<file path="src/rtl/divider_seq_pkg.sv">
// Shared ALU datapath definitions: opcode codes and divider state encoding.
// Latency: n/a (constants only); backpressure: n/a.
package divider_seq_pkg;

    localparam logic [5:0] OP_MULTU = 6'b011001;
    localparam logic [5:0] OP_DIVU  = 6'b011011;
    localparam logic [5:0] OP_OUT   = 6'b111111;

    typedef enum logic [1:0] {
        ST_IDLE = 2'd0,
        ST_RUN  = 2'd1,
        ST_DONE = 2'd2
    } div_state_t;

    // Codes that keep a finished result parked in DONE.
    function automatic logic is_hold_code(input logic [5:0] code,
                                          input logic [5:0] divu,
                                          input logic [5:0] out);
        return (code == divu) || (code == out);
    endfunction

endpackage

</file>
<file path="src/rtl/divider_seq_if.sv">
// Operand/opcode bus into the divider and result/status bus back out.
// Latency: n/a (wiring only); backpressure: none, the opcode is level-held by the master.
interface divider_seq_if #(
    parameter int WIDTH = 32
);
    logic [WIDTH-1:0]   dataA;
    logic [WIDTH-1:0]   dataB;
    logic [5:0]         Signal;
    logic [2*WIDTH-1:0] dataOut;
    logic               busy;
    logic               done;
    logic               divZero;

    modport master (
        output dataA, dataB, Signal,
        input  dataOut, busy, done, divZero
    );

    modport slave (
        input  dataA, dataB, Signal,
        output dataOut, busy, done, divZero
    );
endinterface

</file>
<file path="src/rtl/divider_seq_div_step.sv">
// One restoring shift-subtract iteration on the {partial remainder, quotient} pair.
// Latency: combinational; backpressure: none.
module div_step #(
    parameter int WIDTH = 32
) (
    input  logic [2*WIDTH-1:0] rem_in,
    input  logic [WIDTH-1:0]   dvsr,
    output logic [2*WIDTH-1:0] rem_out
);

    // Upper half after the shift is W+1 bits wide so the bit shifted out of the MSB still counts.
    logic [WIDTH:0]   upper;
    logic [WIDTH-1:0] diff;
    logic             fits;

    assign upper = rem_in[2*WIDTH-1:WIDTH-1];
    assign fits  = (upper >= {1'b0, dvsr});
    // When fits, the true difference is below dvsr, so W bits hold it exactly.
    assign diff  = upper[WIDTH-1:0] - dvsr;

    assign rem_out = fits ? {diff,              rem_in[WIDTH-2:0], 1'b1}
                          : {upper[WIDTH-1:0], rem_in[WIDTH-2:0], 1'b0};

endmodule

</file>
<file path="src/rtl/divider_seq.sv">
// Sequential restoring unsigned divider returning {remainder, quotient} in HI/LO layout.
// Latency: WIDTH iterations after launch (one edge for divide-by-zero); backpressure: DIVU held to run, result parked in DONE.
module divider_seq
    import divider_seq_pkg::*;
#(
    parameter int         WIDTH = 32,
    parameter logic [5:0] DIVU  = OP_DIVU,
    parameter logic [5:0] OUT   = OP_OUT
) (
    input  logic         clk,
    input  logic         reset,
    divider_seq_if.slave bus
);

    localparam int CW = $clog2(WIDTH);
    localparam logic [CW-1:0] LAST = CW'(WIDTH - 1);

    div_state_t         state;
    logic [2*WIDTH-1:0] rem;
    logic [2*WIDTH-1:0] rem_nxt;
    logic [WIDTH-1:0]   dvsr;
    logic [CW-1:0]      count;
    logic [2*WIDTH-1:0] data_out_q;
    logic               div_zero_q;

    div_step #(.WIDTH(WIDTH)) u_step (
        .rem_in  (rem),
        .dvsr    (dvsr),
        .rem_out (rem_nxt)
    );

    always_ff @(posedge clk or negedge reset) begin
        if (!reset) begin
            state      <= ST_IDLE;
            rem        <= '0;
            dvsr       <= '0;
            count      <= '0;
            data_out_q <= '0;
            div_zero_q <= 1'b0;
        end else begin
            case (state)
                ST_IDLE: begin
                    if (bus.Signal == DIVU) begin
                        if (bus.dataB != '0) begin
                            rem        <= {{WIDTH{1'b0}}, bus.dataA};
                            dvsr       <= bus.dataB;
                            count      <= '0;
                            div_zero_q <= 1'b0;
                            state      <= ST_RUN;
                        end else begin
                            data_out_q <= {bus.dataA, {WIDTH{1'b1}}};
                            div_zero_q <= 1'b1;
                            state      <= ST_DONE;
                        end
                    end
                end
                ST_RUN: begin
                    // Dropping DIVU abandons the op; the previous result stays visible.
                    if (bus.Signal != DIVU) begin
                        state <= ST_IDLE;
                    end else begin
                        rem   <= rem_nxt;
                        count <= count + 1'b1;
                        if (count == LAST) begin
                            data_out_q <= rem_nxt;
                            state      <= ST_DONE;
                        end
                    end
                end
                ST_DONE: begin
                    // A held DIVU must not retrigger, so only a foreign code leaves DONE.
                    if (!is_hold_code(bus.Signal, DIVU, OUT)) begin
                        state <= ST_IDLE;
                    end
                end
                default: state <= ST_IDLE;
            endcase
        end
    end

    assign bus.dataOut = data_out_q;
    assign bus.divZero = div_zero_q;
    assign bus.busy    = (state == ST_RUN);
    assign bus.done    = (state == ST_DONE);

endmodule

</file>
<file path="src/flat_wrapper.sv">
// flat-port wrapper written by rule: the top's interface ports become plain ports
module divider_seq_flat import divider_seq_pkg::*;
#(
    parameter int         WIDTH = 32,
    parameter logic [5:0] DIVU  = OP_DIVU,
    parameter logic [5:0] OUT   = OP_OUT
)
  (clk, reset, bus_dataA, bus_dataB, bus_Signal, bus_dataOut, bus_busy, bus_done, bus_divZero);
  divider_seq_if #(.WIDTH(WIDTH)) bus_i ();
  input  logic clk;
  input  logic reset;
  input wire logic [$bits(bus_i.dataA)-1:0] bus_dataA;
  input wire logic [$bits(bus_i.dataB)-1:0] bus_dataB;
  input wire logic [$bits(bus_i.Signal)-1:0] bus_Signal;
  output wire logic [$bits(bus_i.dataOut)-1:0] bus_dataOut;
  output wire logic [$bits(bus_i.busy)-1:0] bus_busy;
  output wire logic [$bits(bus_i.done)-1:0] bus_done;
  output wire logic [$bits(bus_i.divZero)-1:0] bus_divZero;
  assign bus_i.dataA = bus_dataA;
  assign bus_i.dataB = bus_dataB;
  assign bus_i.Signal = bus_Signal;
  assign bus_dataOut = bus_i.dataOut;
  assign bus_busy = bus_i.busy;
  assign bus_done = bus_i.done;
  assign bus_divZero = bus_i.divZero;
  divider_seq #(.WIDTH(WIDTH), .DIVU(DIVU), .OUT(OUT)) u_core (.clk(clk), .reset(reset), .bus(bus_i));
endmodule
</file>
<file path="config.mk">
export PLATFORM = sky130hd
export DESIGN_NAME = divider_seq_flat
export DESIGN_NICKNAME = d
export VERILOG_FILES = /design/src/rtl/divider_seq_pkg.sv /design/src/rtl/divider_seq_if.sv /design/src/rtl/divider_seq_div_step.sv /design/src/rtl/divider_seq.sv /design/src/flat_wrapper.sv
export SDC_FILE = /design/constraint.sdc
export NUM_CORES = 1
export LEC_CHECK = 0
export ABC_AREA = 1
export BUFFER_PORTS_ARGS = -buffer_cell sky130_fd_sc_hd__buf_2
export CAP_MARGIN = 20
export CORE_ASPECT_RATIO = 1.75
export CORE_MARGIN = 1
export CORE_UTILIZATION = 41
export CTS_BUF_LIST = sky130_fd_sc_hd__clkbuf_16
export CTS_CLUSTER_SIZE = 25
export DETAILED_ROUTE_END_ITERATION = 7
export GPL_TIMING_DRIVEN = 1
export HOLD_SLACK_MARGIN = 0.03
export SETUP_SLACK_MARGIN = 0.5
export SYNTH_ARGS = -nofsm -noshare
export SYNTH_HDL_FRONTEND = slang
export SYNTH_SLANG_ARGS = --single-unit
</file>
<file path="constraint.sdc">
create_clock -name clk -period 6.3 [get_ports clk]
set_input_delay 1.26 -clock clk [delete_from_list [all_inputs] [get_ports clk]]
set_output_delay 1.26 -clock clk [all_outputs]
set_load 0.02 [all_outputs]
</file>
# Word-level counts from Yosys, hierarchy flattened
# Index checks and enable logic that the tools add are counted.
# op_classes
add_sub_neg	2
n_mul	0
n_div	0
n_lt_le_gt_ge	1
n_eq_ne	13
shift	0
muxes	21
n_bitwise	0
n_reduce_logical	9
# ops
cell	n
64-bit 2-to-1 mux	8
64-bit case mux with 2 select lines	2
33-bit by 32-bit greater-or-equal comparator with 1-bit output	1
32-bit nonzero test	1
32-bit subtractor	1
5-bit 2-to-1 mux	3
2-bit 2-to-1 mux	5
5-bit case mux with 2 select lines	1
6-bit by 5-bit equality test with 1-bit output (second input constant)	1
6-bit equality test (second input constant)	1
2-bit by 1-bit inequality test with 1-bit output (second input constant)	3
2-bit inequality test (second input constant)	3
6-bit by 5-bit inequality test with 1-bit output (second input constant)	1
2-bit case mux with 3 select lines	1
3-bit AND reduction	2
5-bit by 1-bit adder with 5-bit output (second input constant)	1
5-bit equality test (second input constant)	1
5-bit AND reduction	1
4-bit AND reduction	1
3-bit by 1-bit inequality test with 1-bit output (second input constant)	1
2-bit by 1-bit equality test with 1-bit output (second input constant)	1
2-bit equality test (second input constant)	1
2-bit zero test	1
2-bit AND reduction	1
other kinds (3)	3
# totals
regBits	168
latchBits	0
mem_bits_rw	0
rom_bits	0
inputBits	72
out_inout_bits	67
elab_cells	52
memories	0

# Longest topological paths before layout
# logic_depth
depth_word	5
mapped_depth	17
depth_no_buf	17

# Hierarchy
# From an unflattened synthesis, not the netlist that was laid out.
# hier_totals
cells_unflattened	1791
hier_area_um2	11466.0
# by_module_without_submodules
module	n_inst	cells_each	area_each_um2	seq_area_each_um2
divider_seq	1	1112	8065.2	4204.0
div_step	1	679	3400.8	0.0

# Least setup slack after synthesis
# No wires, ideal clock.
# synth_path
path_type	input -> register
start	input port bus_Signal[4]
end	register u_core.data_out_q[33] (netlist: u_core.bus.dataOut[33])
setup_ns	0.113
t_arrival_ns	2.461
required_ns	6.187
slack_ns	3.726
path_stages	13
path_buffers	2
path_cell_list	nand4_1 > inv_1 > nand2_1 > nor2_1 > inv_2 > nor2_1 > nand2_1 > buf_2 > clkbuf_1 > nor2_1 > nand3_1 > nand2_1 > inv_1
# synth_via
elab_chain_len	3
word_cells_on_any_way	5
classes_between	4 x eq/ne; 1 x reduce/logical
# synth_rtl
element	line	source
start, declared	flat_wrapper.sv:14	input wire logic [$bits(bus_i.Signal)-1:0] bus_Signal;
6-bit by 5-bit equality test with 1-bit output / 6-bit by 5-bit inequality test with 1-bit output (equally long branches)	divider_seq.sv:43, divider_seq.sv:59	
2-bit by 1-bit inequality test with 1-bit output (no source line) / 2-bit inequality test (equally long branches)	-	
5-bit AND reduction (no source line) (*)	-	
end signal, assigned	divider_seq.sv:51	data_out_q <= {bus.dataA, {WIDTH{1'b1}}};
end signal, assigned	divider_seq.sv:65	data_out_q <= rem_nxt;
end, declared	divider_seq.sv:23	logic [2*WIDTH-1:0] data_out_q;
# Every way passes the cells marked *; elsewhere a longest branch is shown, timed or not.
# A chain may end at the register's enable or synchronous reset.

# Worst setup path after layout
# layout_path
start	input port bus_dataB[7]
end	register u_core.data_out_q[35] (netlist: u_core.bus.dataOut[35])
# layout_via
elab_chain_len	3
# layout_rtl
element	line	source
start, declared	flat_wrapper.sv:13	input wire logic [$bits(bus_i.dataB)-1:0] bus_dataB;
32-bit nonzero test	divider_seq.sv:44	if (bus.dataB != '0) begin
2-bit inequality test (no source line)	-	
5-bit AND reduction (no source line)	-	
# No other way between the ends.

==> impl_results.md <==
* Mapped Area at 0.0108 sq mm
* Syn avg cell area at 6.79 sq um
* Remaining DRCs at 0
* Hold Path Class: register to register
* Syn-to-layout area delta at 13.3%
* Fin crit period at 3.49 ns
* Initial antenna violation count at 0
* Drt total wl at 30.8 mm
* Most frequent cells after synthesis: nand2_1, inv_1, dfrtp_1
* EDFF count, synth at 0
* Num Clock Sinks at 168
* # fillers at 2733
* Core footprint at 0.0259 sq mm
* Most used DFF post-synth: dfrtp_1
* Area share of the largest cell type after synthesis at 39.1%
* Initial core utilization at 41.6%
* DRT iter0 DRCs at 532
* Fraction of layout instances using a drive strength above 1 at 13.8%
* Htree depth at 4
* Post_cts resized at 0
* Syn. warnings at 0
* Die area at 0.0269 sq mm
* Max Fanout on Critical Path at 93
* First-pass GRT wire length at 49.8 mm
* Clk_lat worst skew at 0.45 ns
* Post-CTS Hold Buffers at 0
* CTS clk-pin slew, worst paths at 0.06 ns
* RSZ-0062 raised after global routing: false
* Largest net degree at the start of global routing at 169
* Largest cells by area after synthesis: dfrtp_1, nand2_1, inv_1, nor2_1, ha_1
* IO buf count at 138
* Fmax at 0.286 GHz
* Vias in the first global route at 9588
* Slew HR at 30.1%
* All-Layer GR Usage at 23.8%
* Crit end category: register
* Cell Pwr Density at 228 mW/mm^2
* Max IR drop VDD at 0.194 mV
* I/O pins at 139
* Max cap viols at 0
* Avg Vias per Cell at 4.92
* Routability cong. at 0.919
* Via count at 9938
* Post-route ant nets at 0
* Final antenna diode count at 0
* Required @ worst endpoint at 6.64 ns
* Leak pwr at 6.92 nW
* Die X-Extent at 124 microns
* Syn nets at 1690
* Routed wire length per instance at 15.2 microns
* Final net count at 1795
* Synth Register Bits at 168
* # Post-CTS Setup Buffers at 0
* Setup tns final at 0 ns
* GRT overflow at 0
* Total iterations of the first detailed-routing run at 5
* Syn Inst Count at 1583
* Yosys cell types at 41
* Period utilization at 55.4%
* Post-synthesis sequential area ratio at 39.1%
* WHS at 0.479 ns
* Clk buf depth at 2
* Slew Limit Fails at 0
* Critical path arrival at 3.83 ns
* Post-DP HPWL at 23.4 mm
* Run status: complete, no violations
* Root Buffer: clkbuf_16
* Die Y at 216 microns
* Worst Tran Pin Value at 1.05 ns
* Final Hold Viols at 0
* Most common cell in the netlist: nand2_1
* Setup violations, final at 0
* Critical path launch point type: primary input
* Yosys top cell by area: dfrtp_1
* CTS tree: done
* FFs w/ async S/R, synth at 100%
* WS Path Type: primary input to register
* Total power draw at 2.78 mW
* Total CTS buffers at 17
* Row Count at 78
* Clock skew at 0.00909 ns
registers in the layout, indices dropped and copies added (netlist names):
register	flops
u_core.count	5
u_core.bus.dataOut	64
u_core.rem	64
u_core.state	2
u_core.bus.divZero	1
u_core.dvsr	32
area by class of cell:
| type | count | area (sq um) | area share, % |
|---|---|---|---|
| Inverter | 267 | 1000 | 8.22 |
| Timing Repair Buffer | 146 | 782 | 6.41 |
| Clock buffer | 17 | 425 | 3.49 |
| Sequential cell | 168 | 4200 | 34.5 |
| Tap cell | 320 | 400 | 3.28 |
| Multi-Input combinational cell | 1088 | 5240 | 43.0 |
| Clock inverter | 15 | 136 | 1.12 |
final timing paths:
path | from | to | slack [ns] | depth (start not counted)
min | u_core.bus.dataOut[1] | u_core.bus.dataOut[1] | 0.48 | 2
max | bus_dataB[7] | u_core.bus.dataOut[35] | 2.81 | 10
min in group asynchronous | reset | u_core.dvsr[8] | 0.86 | 2
min reg2reg | u_core.bus.dataOut[1] | u_core.bus.dataOut[1] | 0.48 | 2
max reg2reg | u_core.rem[51] | u_core.bus.dataOut[59] | 3.33 | 13
max in group asynchronous | reset | u_core.bus.dataOut[23] | 4.57 | 2
layer usage:
metal  vias to the layer above  GRT usage, %  part of all wire (%)
met3                        53          3.01                   3.1
met1                      4587          27.4                    41
met5                         -             0                     0
met2                       205          42.9                    51
li1                       5093             -                     -
met4                         0          11.9                   4.2
cell families (layout without fill, tap and decap cells):
family | Yosys count | in the layout | synth area share, %
compound gates | 123 | 123 | 6.27
simple gates | 916 | 916 | 37.1
fa+ha+maj | 35 | 35 | 4.14
xor+xnor | 14 | 14 | 1.14
flops | 168 | 168 | 39.1
buf+inv | 327 | 445 | 12.3
critical path: stages:
cell	delay [ns]
buf_2	0.10
nor4_1	0.59
nand3_1	0.32
o21ai_1	0.32
nand2_4	0.27
buf_4	0.46
nor2_1	0.23
nand3_1	0.09
nand2_1	0.06
inv_1	0.04
stage by stage:
step                      std cells  utilization (%)  worst slack [ns]  area [sq um]
final                          2021             47.1              2.81         12200
after global routing           2021             47.1              2.64         12200
after CTS                      2021             47.1              2.77         12200
after detailed placement       1989             45.0              2.32         11600
after global placement         1988             44.9              2.34         11600
after floorplan                1583                -              3.73         10800
layout by cell type (no fill, tap or decap), types with 6 or more instances in the layout:
cell | synthesis | routed
nor2_2 | 8 | 8
nand3_2 | 29 | 29
nor2_1 | 149 | 149
xor2_1 | 14 | 14
nand2_2 | 7 | 7
and2_1 | 10 | 10
dfrtp_1 | 168 | 168
nor3_1 | 11 | 11
ha_1 | 34 | 34
o21ai_0 | 65 | 65
clkbuf_16 | 0 | 17
nand2_1 | 574 | 573
buf_4 | 3 | 6
nand4_1 | 44 | 44
nand3_1 | 70 | 70
a31oi_1 | 31 | 31
inv_1 | 257 | 259
inv_2 | 9 | 9
a21oi_1 | 17 | 17
buf_2 | 23 | 137
where the power goes:
group	internal [mW]	switching, mW	leakage (nW)
combinational	0.167	0.338	4.62
sequential	1.19	0.0606	2.03
clock	0.576	0.452	0.272
(Power assumes the default switching activity.)
